## config.mk

```make
export PLATFORM = sky130hd
export DESIGN_NAME = serial_magnitude_comparator_flat
export DESIGN_NICKNAME = d
export VERILOG_FILES = /design/src/rtl/serial_magnitude_comparator_if.sv /design/src/rtl/serial_magnitude_comparator.sv /design/src/flat_wrapper.sv
export SDC_FILE = /design/constraint.sdc
export NUM_CORES = 1
export LEC_CHECK = 0
export ABC_AREA = 1
export CAP_MARGIN = 20
export CORE_ASPECT_RATIO = 0.6
export CORE_MARGIN = 1
export CORE_UTILIZATION = 47
export DETAILED_ROUTE_END_ITERATION = 6
export GPL_TIMING_DRIVEN = 0
export PLACE_DENSITY_LB_ADDON = 0.2
export RECOVER_POWER = 25
export SYNTH_ARGS = -nofsm -noshare
export SYNTH_HDL_FRONTEND = slang
export SYNTH_SLANG_ARGS = --single-unit
```

## constraint.sdc

```tcl
create_clock -name clk -period 1.3 [get_ports clk]
set_input_delay 0.39 -clock clk [delete_from_list [all_inputs] [get_ports clk]]
set_output_delay 0.39 -clock clk [all_outputs]
set_load 0.05 [all_outputs]
```

## src/rtl/serial_magnitude_comparator_if.sv

```systemverilog
// rtl/serial_magnitude_comparator_if.sv - request/result bundle for the bit-serial magnitude comparator
interface serial_magnitude_comparator_if #(
    parameter int WIDTH = 8
);
    localparam int BW = $clog2(WIDTH + 1);

    logic             start;
    logic [WIDTH-1:0] a;
    logic [WIDTH-1:0] b;
    logic             busy;
    logic             done;
    logic             lt;
    logic             gt;
    logic             eq;
    logic [BW-1:0]    bits_used;

    modport master (
        output start, a, b,
        input  busy, done, lt, gt, eq, bits_used
    );

    modport slave (
        input  start, a, b,
        output busy, done, lt, gt, eq, bits_used
    );
endinterface

```

## src/rtl/serial_magnitude_comparator.sv

```systemverilog
// rtl/serial_magnitude_comparator.sv - bit-serial MSB-first lt/gt/eq comparator; SERIAL_COMP_SIGNED_EN selects two's complement
module serial_magnitude_comparator #(
    parameter int WIDTH      = 8,
    parameter bit EARLY_EXIT = 1'b1
) (
    input  logic                          clk,
    input  logic                          rst,
    serial_magnitude_comparator_if.slave  cmp
);
    localparam int IW = $clog2(WIDTH);
    localparam int BW = $clog2(WIDTH + 1);
    localparam logic [IW-1:0] MSB_IDX = IW'(WIDTH - 1);

    typedef enum logic [1:0] {IDLE, COMPARE, DONE} state_t;

    state_t           state;
    state_t           state_next;
    logic [WIDTH-1:0] a_q;
    logic [WIDTH-1:0] b_q;
    logic [IW-1:0]    idx;
    logic             diff_q;
    logic             res_lt_q;
    logic             res_gt_q;
    logic [BW-1:0]    cnt;
    logic             lt_q;
    logic             gt_q;
    logic             eq_q;
    logic [BW-1:0]    bits_q;

    logic bit_a, bit_b, cur_lt, cur_gt, new_lt, new_gt, found, last;

    always_comb begin
        bit_a = a_q[idx];
        bit_b = b_q[idx];
`ifdef SERIAL_COMP_SIGNED_EN
        // Sign bit: a set bit means a negative value, so the sense flips
        if (idx == MSB_IDX) begin
            cur_gt = ~bit_a & bit_b;
            cur_lt = bit_a & ~bit_b;
        end else begin
            cur_gt = bit_a & ~bit_b;
            cur_lt = ~bit_a & bit_b;
        end
`else
        cur_gt = bit_a & ~bit_b;
        cur_lt = ~bit_a & bit_b;
`endif
        new_lt = diff_q ? res_lt_q : cur_lt;
        new_gt = diff_q ? res_gt_q : cur_gt;
        found  = diff_q | cur_lt | cur_gt;
        last   = (found && EARLY_EXIT) || (idx == '0);
    end

    always_comb begin
        state_next = state;
        case (state)
            IDLE:    if (cmp.start) state_next = COMPARE;
            COMPARE: if (last) state_next = DONE;
            DONE:    state_next = IDLE;
            default: state_next = IDLE;
        endcase
    end

    always_ff @(posedge clk) begin
        if (rst) state <= IDLE;
        else     state <= state_next;
    end

    always_ff @(posedge clk) begin
        if (rst) begin
            a_q      <= '0;
            b_q      <= '0;
            idx      <= '0;
            diff_q   <= 1'b0;
            res_lt_q <= 1'b0;
            res_gt_q <= 1'b0;
            cnt      <= '0;
            lt_q     <= 1'b0;
            gt_q     <= 1'b0;
            eq_q     <= 1'b0;
            bits_q   <= '0;
        end else begin
            case (state)
                IDLE: begin
                    if (cmp.start) begin
                        a_q      <= cmp.a;
                        b_q      <= cmp.b;
                        idx      <= MSB_IDX;
                        diff_q   <= 1'b0;
                        res_lt_q <= 1'b0;
                        res_gt_q <= 1'b0;
                        cnt      <= '0;
                    end
                end
                COMPARE: begin
                    cnt      <= cnt + BW'(1);
                    diff_q   <= found;
                    res_lt_q <= new_lt;
                    res_gt_q <= new_gt;
                    // Visible results change only as DONE is entered
                    if (last) begin
                        lt_q   <= new_lt;
                        gt_q   <= new_gt;
                        eq_q   <= ~(new_lt | new_gt);
                        bits_q <= cnt + BW'(1);
                    end else begin
                        idx <= idx - IW'(1);
                    end
                end
                default: ;
            endcase
        end
    end

    assign cmp.busy      = (state == COMPARE);
    assign cmp.done      = (state == DONE);
    assign cmp.lt        = lt_q;
    assign cmp.gt        = gt_q;
    assign cmp.eq        = eq_q;
    assign cmp.bits_used = bits_q;
endmodule

```

## src/flat_wrapper.sv

```systemverilog
// flat-port wrapper written by rule: the top's interface ports become plain ports
module serial_magnitude_comparator_flat 
#(
    parameter int WIDTH      = 8,
    parameter bit EARLY_EXIT = 1'b1
)
  (clk, rst, cmp_start, cmp_a, cmp_b, cmp_busy, cmp_done, cmp_lt, cmp_gt, cmp_eq, cmp_bits_used);
  serial_magnitude_comparator_if #(.WIDTH(WIDTH)) cmp_i ();
  input  logic clk;
  input  logic rst;
  input wire logic [$bits(cmp_i.start)-1:0] cmp_start;
  input wire logic [$bits(cmp_i.a)-1:0] cmp_a;
  input wire logic [$bits(cmp_i.b)-1:0] cmp_b;
  output wire logic [$bits(cmp_i.busy)-1:0] cmp_busy;
  output wire logic [$bits(cmp_i.done)-1:0] cmp_done;
  output wire logic [$bits(cmp_i.lt)-1:0] cmp_lt;
  output wire logic [$bits(cmp_i.gt)-1:0] cmp_gt;
  output wire logic [$bits(cmp_i.eq)-1:0] cmp_eq;
  output wire logic [$bits(cmp_i.bits_used)-1:0] cmp_bits_used;
  assign cmp_i.start = cmp_start;
  assign cmp_i.a = cmp_a;
  assign cmp_i.b = cmp_b;
  assign cmp_busy = cmp_i.busy;
  assign cmp_done = cmp_i.done;
  assign cmp_lt = cmp_i.lt;
  assign cmp_gt = cmp_i.gt;
  assign cmp_eq = cmp_i.eq;
  assign cmp_bits_used = cmp_i.bits_used;
  serial_magnitude_comparator #(.WIDTH(WIDTH), .EARLY_EXIT(EARLY_EXIT)) u_core (.clk(clk), .rst(rst), .cmp(cmp_i));
endmodule
```

==> results of run 1 <==
-- metrics by stage --
step / setup WS [ns] / area [um^2] / instances / utilization / total power, mW
floorplan: -0.0608 / 1690 / 222 / - / 2.16
global placement: -0.711 / 2020 / 294 / 0.610 / 2.42
detailed placement: -0.730 / 2020 / 294 / 0.610 / 2.44
CTS: -0.222 / 2200 / 308 / 0.665 / 3.31
global route: -0.401 / 2350 / 314 / 0.711 / 3.73
finish: -0.313 / 2350 / 314 / 0.711 / 3.53
-- per-layer routing --
layer,GRT usage,part of all wire,up-vias
met2,0.315,0.42,45
met1,0.337,0.52,694
met5,0,0,-
li1,-,-,810
met3,0.0610,0.054,4
met4,0.0444,0.0073,0
-- cells by family (layout without fill, tap and decap cells) --
| group | Yosys count | count (layout) | synth area share |
|---|---|---|---|
| AO/OA/AOI/OAI | 46 | 46 | 0.148 |
| XOR/XNOR | 3 | 3 | 0.0158 |
| adder cells (fa/ha/maj) | 3 | 3 | 0.0226 |
| buffers and inverters | 36 | 83 | 0.101 |
| flip-flops | 35 | 35 | 0.422 |
| AND/OR/NAND/NOR | 99 | 99 | 0.290 |
-- repair_timing --
action,in CTS,in global routing
endpoints found under the hold margin,0,0
resized for setup,83,34
pin swaps,11,10
cloned,2,0
buffers inserted,4,6
setup endpoints to repair,44,41
-- state kept, by name, summed over array words and instances (netlist names) --
signal and cells:
u_core.a_q 8, u_core.b_q 8, u_core.cmp.bits_used 4, u_core.cnt 4, u_core.idx 3, u_core.state 2
u_core.cmp.eq 1, u_core.cmp.gt 1, u_core.cmp.lt 1, u_core.diff_q 1, u_core.res_gt_q 1, u_core.res_lt_q 1
-- tightest hold or removal path, delay by kind of cell (launching register included) --
family | cells | cell delay [ns]
compound gates | 1 | 0.06
buf+inv | 1 | 0.06
flops | 1 | 0.30
-- cells in the final DEF, fill, tap and decap left out, types with 3 or more instances in the layout --
master,Yosys,routed
inv_1,25,21
inv_2,2,3
a21oi_1,24,22
clkinv_2,0,3
dfxtp_1,35,32
o21ai_0,17,16
buf_6,2,3
ha_1,3,3
a21oi_2,4,6
inv_4,0,3
nand2_1,50,33
buf_4,0,10
nand2_2,6,18
clkdlybuf4s50_1,0,17
nor2_1,13,11
nand3_1,21,11
nand3_2,3,12
clkbuf_4,0,8
dfxtp_2,0,3
nand2_4,4,9
clkbuf_8,1,6
-- final cells by class --
cell class | count | area, um^2 | area share
repair inverters | 1 | 11.3 | 0.00479
plain buffers | 8 | 72.6 | 0.0309
well taps | 45 | 56.3 | 0.0240
repair buffers | 38 | 357 | 0.152
inverters | 28 | 125 | 0.0533
flip-flops and latches | 35 | 704 | 0.300
multi-input cells | 151 | 938 | 0.400
clock inverters | 3 | 15.0 | 0.00639
clock buffers | 5 | 68.8 | 0.0293
-- report_power, final --
group | leakage [nW] | internal [mW] | total [mW] | switching (mW)
clock network | 0.0477 | 0.367 | 0.772 | 0.405
registers | 0.289 | 1.20 | 1.30 | 0.0953
logic | 0.703 | 0.566 | 1.46 | 0.897
total | 1.04 | 2.13 | 3.53 | 1.40
-- worst min path at each step --
stage             startpoint             to  slack (ns)  cells past startpoint
6_report       u_core.a_q[5]  u_core.a_q[5]        0.46                      2
5_1_grt        u_core.a_q[7]  u_core.a_q[7]        0.49                      2
4_1_cts        u_core.a_q[5]  u_core.a_q[5]        0.46                      2
3_5_place_dp   u_core.a_q[3]  u_core.a_q[3]        0.45                      2
3_3_place_gp   u_core.a_q[3]  u_core.a_q[3]        0.44                      2
2_1_floorplan  u_core.a_q[1]  u_core.a_q[1]        0.43                      2
==> flow_summary_export.csv, run 1 <==
group,metric,value,unit
power,power_density,1500,nW/um^2
logic_synthesis,synth-edff-count,0,
grt,antenna_found_initial,0,
logic_synthesis,synth.most_common_cell,"nand2_1",
clocking,clock-sinks,35,
clocking,cts.clk_slew.worst_paths,0.08,ns
logic_synthesis,synthFlopType,"dfxtp_1",
clocking,clock_latency,0.29,ns
logic_synthesis,synth_cells,222,
drt,drtIter0Drc,137,
drt,wl_per_cell,13.6,um
timing,slew_headroom,0.846,
floorplanning,start_util,0.502,
logic_synthesis,synth_top_cell_by_area,"dfxtp_1",
logic_synthesis,synth_area_per_cell,7.47,um^2
setup_path,cp.depth,11,
logic_synthesis,syn_area,1660,um^2
timing,final-max-slew-violation-count,0,
drt,drtPass1Iterations,4,
clocking,h-tree-depth,2,
clocking,root_buffer,"clkbuf_8",
setup_path,r2r_start,"u_core.idx[0]",
finish,fillers,267,
setup_path,r2r_end,"u_core.cmp.eq",
power,peakVddDrop,0.847,mV
setup_path,reg2reg_slack,-0.31,ns
setup_path,endpoint,"u_core.cmp.eq",
logic_synthesis,synth_cell_type_count,23,
placement,place_congestion,0.796,
floorplanning,dieArea,3780,um^2
clocking,cts_buffer_depth,2,
setup_path,critPathTopFamily,"simple AND/OR/NAND/NOR gates",
floorplanning,dieWidth,78.7,um
finish,area_growth,41.6,%
drt,drc,0,
timing,setup_viol,17,
finish,finalNetCount,290,
drt,routed_wl,4.27,mm
logic_synthesis,syn_nets,244,
status,status,"finished with violations",
grt,grt_pass1_vias,1309,
setup_path,slowest_stage,"dfxtp_2",
min_path,hold_class,"register to register",
timing,fin_tns_setup,-3.51,ns
setup_path,start_kind,"register",
timing,hold_ws,0.460,ns
logic_synthesis,synth_top_cell_area_share,0.422,
floorplanning,row_count,16,
setup_path,critPathMaxStageDelay,0.36,ns
setup_path,cp_num_buf_inv,2,
logic_synthesis,async_flop_share,0,
floorplanning,ios,28,
setup_path,crit_type,"register to register",
status,violations,"negative setup slack",
finish,drive_gt1_frac,0.353,
logic_synthesis,ys_seq_area_frac,0.422,
placement,hpwlAfterDp,2.56,mm
power,p_leak,1.04,nW
floorplanning,die_y,48.0,um
timing,hold_viol_final,0,
setup_path,cp.arrival,1.83,ns
grt,grt_usage,0.224,
setup_path,crit_path_end_kind,"register",
clocking,cts_tree,"done",
logic_synthesis,ys_top_cells_by_count,"50 x nand2_1, 35 x dfxtp_1, 25 x inv_1, 24 x a21oi_1, 21 x nand3_1",
setup_path,critPathLaunch,"u_core.idx[0]",
logic_synthesis,ys_ff_latch,35,
grt,grt-ovfl-total,0,
placement,port_buffers,27,
grt,grt_max_degree,12,
setup_path,crit_top_cell,"nand2_4",
timing,setup_slack,-0.313,ns
timing,skew,0.00972,ns
job,cap_viol_max_count,0,
timing,max_clock_freq,620,MHz
floorplanning,coreArea,3300,um^2
logic_synthesis,yosysWarnings,0,
setup_path,r2r_cells,11,
drt,vias,1553,
timing,period_needed,1.61,ns
drt,drtAntennaViolNets,0,
setup_path,required,1.51,ns
setup_path,path_cells,"buf_8 > inv_8 > nand2_2 > nand3_2 > nand3_2 > nand2_2 > nand2_4 > nand4_4 > nand2_4 > nand2_4 > a21oi_2",
setup_path,path_max_fanout,7,
grt,grt_pass1_wl,6.23,mm
timing,rsz0062_at_grt,"yes",
finish,antenna_cells,0,
logic_synthesis,synth_area_leaders,"dfxtp_1 42%, nand2_1 11%, a21oi_1 7.2%",
timing,period_share,1.24,
clocking,cts_buffers,5,
clocking,cts_hold_buf,0,
drt,viasPerCell,4.95,
timing,worst_pin_slew,0.231,ns
No activity file was read; power rests on OpenSTA's default activity.
==> run 2, diff against run 1 <==
- PLACE_DENSITY: default -> 0.75
- PLACE_DENSITY_LB_ADDON: 0.2 -> default
==> run 2 against run 1 <==
The run still ends with negative setup slack left. First-iteration DRC count down 34%. Sequential share of layout area is 0.51 points lower. Clock power fell by 0.5%. Final cell count grew 0.64%. Register-to-register slack worse by 0.03 ns. Combinational power is 7% higher. Maximum frequency down 2.1%. Die area stayed put. Worst setup slack got worse by 0.035 ns. Critical path depth is 1 higher.
==> flow_summary_export.csv, run 2 (synthesis gave the netlist of run 1 again) <==
group,metric,value,unit
timing,final-max-slew-violation-count,0,
power,intPower,2.19,mW
power,p_leak,1.04,nW
power,peakVddDrop,0.763,mV
clocking,cts_buffers,5,
setup_path,crit_path_end_kind,"register",
job,cap_viol_max_count,0,
timing,fin_tns_setup,-4.07,ns
floorplanning,coreArea,3300,um^2
finish,postLayoutCellArea,2410,um^2
clocking,cts_hold_buf,0,
clocking,h-tree-depth,2,
drt,viasPerCell,5.05,
placement,port_buffers,27,
status,violations,"negative setup slack",
clocking,cts.clk_slew.worst_paths,0.07,ns
setup_path,required,1.53,ns
placement,place_congestion,0.801,
finish,stdcell_count,316,
placement,pre_cts_slack,-0.704,ns
timing,hold_viol_final,0,
clocking,root_buffer,"clkbuf_8",
finish,finalNetCount,292,
placement,hpwlAfterDp,2.53,mm
drt,drtAntennaViolNets,0,
finish,fillers,250,
floorplanning,ios,28,
setup_path,start_kind,"register",
setup_path,crit_type,"register to register",
drt,vias,1596,
grt,grt-ovfl-total,0,
timing,skew,0.00805,ns
setup_path,critPathLaunch,"u_core.idx[0]",
timing,hold_ws,0.459,ns
floorplanning,start_util,0.502,
timing,setup_slack,-0.347,ns
drt,drtPass1Iterations,4,
finish,final_core_util,0.731,
finish,antenna_cells,0,
status,status,"finished with violations",
drt,drtIter0Drc,90,
power,p_sw,1.45,mW
power,pwr-share-comb,0.430,
setup_path,reg2reg_slack,-0.35,ns
timing,worst_pin_slew,0.236,ns
min_path,hold_class,"register to register",
floorplanning,row_count,16,
grt,antenna_found_initial,0,
timing,period_share,1.27,
setup_path,r2r_start,"u_core.idx[0]",
timing,max_clock_freq,607,MHz
grt,grt_usage,0.236,
clocking,clock-sinks,35,
power,total_power,3.64,mW
drt,drc,0,
timing,setup_viol,17,
power,power_frac_seq,0.359,
finish,final_common_cell,"dfxtp_1",
grt,grt_pass1_wl,6.53,mm
floorplanning,dieArea,3780,um^2
finish,drive_gt1_frac,0.413,
timing,slew_headroom,0.842,
setup_path,path_max_fanout,6,
min_path,min-delay-start,"u_core.b_q[7]",
placement,placedCellCount,294,
grt,grt_max_degree,12,
timing,period_needed,1.65,ns
power,switching_share,0.399,
power,p_clk_frac,0.211,
finish,final_cell_mix,"30 x dfxtp_1, 29 x nand2_1, 22 x nand2_2",
finish,area_growth,45.6,%
grt,grt_pass1_vias,1358,
finish,reg.largest.list,"u_core.a_q x8, u_core.b_q x8",
clocking,clock_latency,0.29,ns
timing,rsz0062_at_grt,"yes",
drt,wl_per_cell,13.9,um
clocking,cts_tree,"done",
setup_path,cp.arrival,1.87,ns
floorplanning,dieWidth,78.7,um
power,power_density,1510,nW/um^2
clocking,cts_buffer_depth,2,
placement,placed_cell_area,2020,um^2
floorplanning,die_y,48.0,um
drt,routed_wl,4.40,mm
[run 2: cell count changes in the layout (fill, tap and decap cells not counted), sizes merged]
cell,change
buf,+7
clkbuf,-5
clkdlybuf4s50,+1
dlymetal6s2s,-1
[run 2: power by group through the flow]
stage / registers [mW] / clock network [mW] / logic (mW)
6_report: 1.30 / 0.768 / 1.56
5_1_grt: 1.32 / 0.841 / 1.69
4_1_cts: 1.29 / 0.774 / 1.33
3_5_place_dp: 1.30 / 0 / 1.14
3_3_place_gp: 1.29 / 0 / 1.12
2_1_floorplan: 1.35 / 0 / 0.807
[run 2: repair_timing]
action,CTS,global route
buffers inserted,5,7
pin swaps,4,11
gates resized for setup,94,43
hold endpoints to repair,0,0
cloned,2,0
endpoints found under the setup margin,44,37
[run 2: cell type report]
cell class / instances / area (um^2) / share of cell area
plain buffers: 8 / 78.8 / 0.0326
clock buffers: 5 / 68.8 / 0.0285
clock inverters: 3 / 15.0 / 0.00622
inverters: 28 / 123 / 0.0508
multi-input cells: 151 / 986 / 0.408
flip-flops and latches: 35 / 712 / 0.295
well taps: 45 / 56.3 / 0.0233
repair buffers: 40 / 364 / 0.151
repair inverters: 1 / 11.3 / 0.00466
[run 2: worst paths after layout]
kind                                       to  cells past startpoint
worst min register to register  u_core.b_q[7]                      2
worst max-delay path            u_core.idx[2]                     12
worst max register to register  u_core.idx[2]                     12
worst min-delay path            u_core.b_q[7]                      2
[run 2: worst max-delay path, stage by stage (launching register included)]
cell and delay [ns]:
dfxtp_4 0.36, buf_12 0.15, clkinv_8 0.06, nand2_1 0.07, nand3_2 0.08, nand2_1 0.05
nand2_1 0.07, nand2_2 0.08, a21oi_2 0.16, nand4_1 0.16, nand2_2 0.15, nor2_1 0.06
nor2_1 0.12
[run 2: per-layer routing]
layer | share of wire | track usage | wire length, um | up-vias
met2 | 0.44 | 0.355 | 1930 | 49
met5 | 0 | 0 | 0 | -
met3 | 0.073 | 0.0857 | 322 | 7
met1 | 0.48 | 0.328 | 2090 | 725
li1 | - | - | - | 815
met4 | 0.012 | 0.0444 | 54 | 0
==> run 3, diff against run 2 <==
- CORE_ASPECT_RATIO: 0.6 -> default
==> run 3 against run 2 <==
The run still ends with negative setup slack left. Die area shrank 0.20%. Final cell count fell by 1.9%. Power down 11%. Via count fell by 3.2%. Design area fell by 6.6%. Combinational power fell by 13%. Sequential power hardly changed. Utilization fell by 6.1 points. Clock power shrank 26%. Flip-flop and latch count unchanged. Maximum frequency rose by 6.3%. Register-to-register slack gained 0.097 ns. Largest power group unchanged. Highest routed layer unchanged.
==> flow_summary_export.csv, run 3 (synthesis gave the netlist of run 1 again) <==
group,metric,value,unit
timing,period_needed,1.55,ns
min_path,hold_class,"register to register",
setup_path,required,1.53,ns
grt,grt_usage,0.221,
setup_path,start_kind,"register",
clocking,cts_hold_buf,0,
timing,worst_pin_slew,0.251,ns
grt,antenna_found_initial,0,
timing,period_share,1.19,
setup_path,crit_path_end_kind,"register",
finish,antenna_cells,0,
finish,postLayoutCellArea,2250,um^2
setup_path,path_cells,"buf_8 > inv_8 > nand2_2 > nand3_2 > nand3_1 > nand2_2 > nand2_4 > nand4_4 > nand2_2 > nand3_2 > nand2_1 > nor2_1",
setup_path,r2r_end,"u_core.idx[0]",
floorplanning,dieWidth,61.4,um
timing,slew_headroom,0.832,
floorplanning,dieArea,3770,um^2
drt,routed_wl,3.73,mm
job,cap_viol_max_count,0,
timing,fin_tns_setup,-3.09,ns
clocking,root_buffer,"clkbuf_4",
min_path,min_to,"u_core.b_q[5]",
drt,vias,1545,
finish,drive_gt1_frac,0.356,
floorplanning,coreArea,3360,um^2
drt,drtIter0Drc,78,
placement,hpwlAfterDp,2.51,mm
clocking,cts_tree,"done",
finish,final_cell_mix,"33 x nand2_1, 28 x dfxtp_1, 23 x a21oi_1",
setup_path,cp.arrival,1.78,ns
timing,rsz0062_at_grt,"yes",
timing,setup_viol,17,
drt,viasPerCell,4.98,
timing,hold_ws,0.460,ns
status,violations,"negative setup slack",
placement,place_congestion,0.768,
setup_path,critPathMaxStageDelay,0.37,ns
finish,regArea,709,um^2
placement,pre_cts_slack,-0.707,ns
clocking,cts_buffer_depth,2,
power,total_power,3.23,mW
setup_path,critPathTopFamily,"simple AND/OR/NAND/NOR gates",
min_path,min_path_cells,2,
clocking,cts_buffers,5,
setup_path,path_max_fanout,6,
drt,drtAntennaViolNets,0,
setup_path,reg2reg_slack,-0.25,ns
clocking,h-tree-depth,2,
placement,port_buffers,27,
drt,drtPass1Iterations,4,
finish,stdcell_count,310,
timing,skew,0.0113,ns
min_path,min-delay-start,"u_core.b_q[5]",
setup_path,cp_num_buf_inv,2,
finish,multiInputGateArea,912,um^2
floorplanning,row_count,21,
setup_path,slowest_stage,"dfxtp_2",
finish,area_growth,35.9,%
clocking,clock-sinks,35,
drt,drc,0,
setup_path,crit_top_cell,"nand2_2",
timing,setup_slack,-0.250,ns
grt,grt_pass1_wl,6.11,mm
grt,grt_max_degree,12,
clocking,clock_latency,0.34,ns
setup_path,crit_type,"register to register",
placement,placedCellCount,295,
timing,hold_viol_final,0,
finish,final_core_util,0.670,
status,status,"finished with violations",
timing,max_clock_freq,645,MHz
finish,reg.largest.list,"u_core.a_q x8, u_core.b_q x8",
setup_path,r2r_start,"u_core.idx[0]",
drt,wl_per_cell,12.0,um
power,power_density,1430,nW/um^2
floorplanning,start_util,0.493,
finish,fillers,308,
power,peakVddDrop,0.933,mV
finish,finalNetCount,285,
power,p_leak,0.982,nW
timing,final-max-slew-violation-count,0,
placement,placed_cell_area,2020,um^2
floorplanning,die_y,61.4,um
setup_path,r2r_cells,12,
finish,final_common_cell,"nand2_1",
grt,grt-ovfl-total,0,
clocking,cts.clk_slew.worst_paths,0.11,ns
grt,grt_pass1_vias,1432,
floorplanning,ios,28,
## run 3: worst max-delay path by stage
| stage | start | end | depth (start not counted) |
|---|---|---|---|
| final | u_core.idx[0] | u_core.idx[0] | 12 |
| after floorplan | u_core.idx[0] | u_core.cmp.gt | 12 |
| after global routing | u_core.idx[0] | u_core.idx[1] | 12 |
| after detailed placement | u_core.state[0] | cmp_busy | 4 |
| after CTS | u_core.state[1] | cmp_busy | 5 |
| after global placement | u_core.state[1] | cmp_busy | 5 |
## run 3: power by group
group	internal [mW]	switching, mW
combinational	0.522	0.838
sequential	1.20	0.0951
clock	0.201	0.371
total	1.93	1.30
## run 3: worst register-to-register path: stages (launching register included)
cell and delay, ns:
dfxtp_2 0.37, buf_8 0.15, inv_8 0.05, nand2_2 0.06, nand3_2 0.07, nand3_1 0.13, nand2_2 0.10, nand2_4 0.10
nand4_4 0.13, nand2_2 0.12, nand3_2 0.06, nand2_1 0.06, nor2_1 0.05
## run 3: repair_timing
item	CTS	global route
endpoints found under the setup margin	39	39
setup buffers	3	2
cloned	2	0
resized for setup	85	33
pin swaps	7	7
## run 3: metal layers
metal,global-route usage,share of wire,vias to the layer above
met5,0,0,-
met4,0.0984,0.021,0
met3,0.0483,0.039,10
met2,0.351,0.47,36
met1,0.291,0.47,705
li1,-,-,794
## run 3: layout make-up
type                    count  share of cell area
flip-flops and latches     35               0.315
clock buffers               5              0.0166
plain buffers               8              0.0311
well taps                  46              0.0255
clock inverters             3             0.00666
inverters                  28              0.0511
repair inverters            1             0.00499
repair buffers             33               0.145
multi-input cells         151               0.405
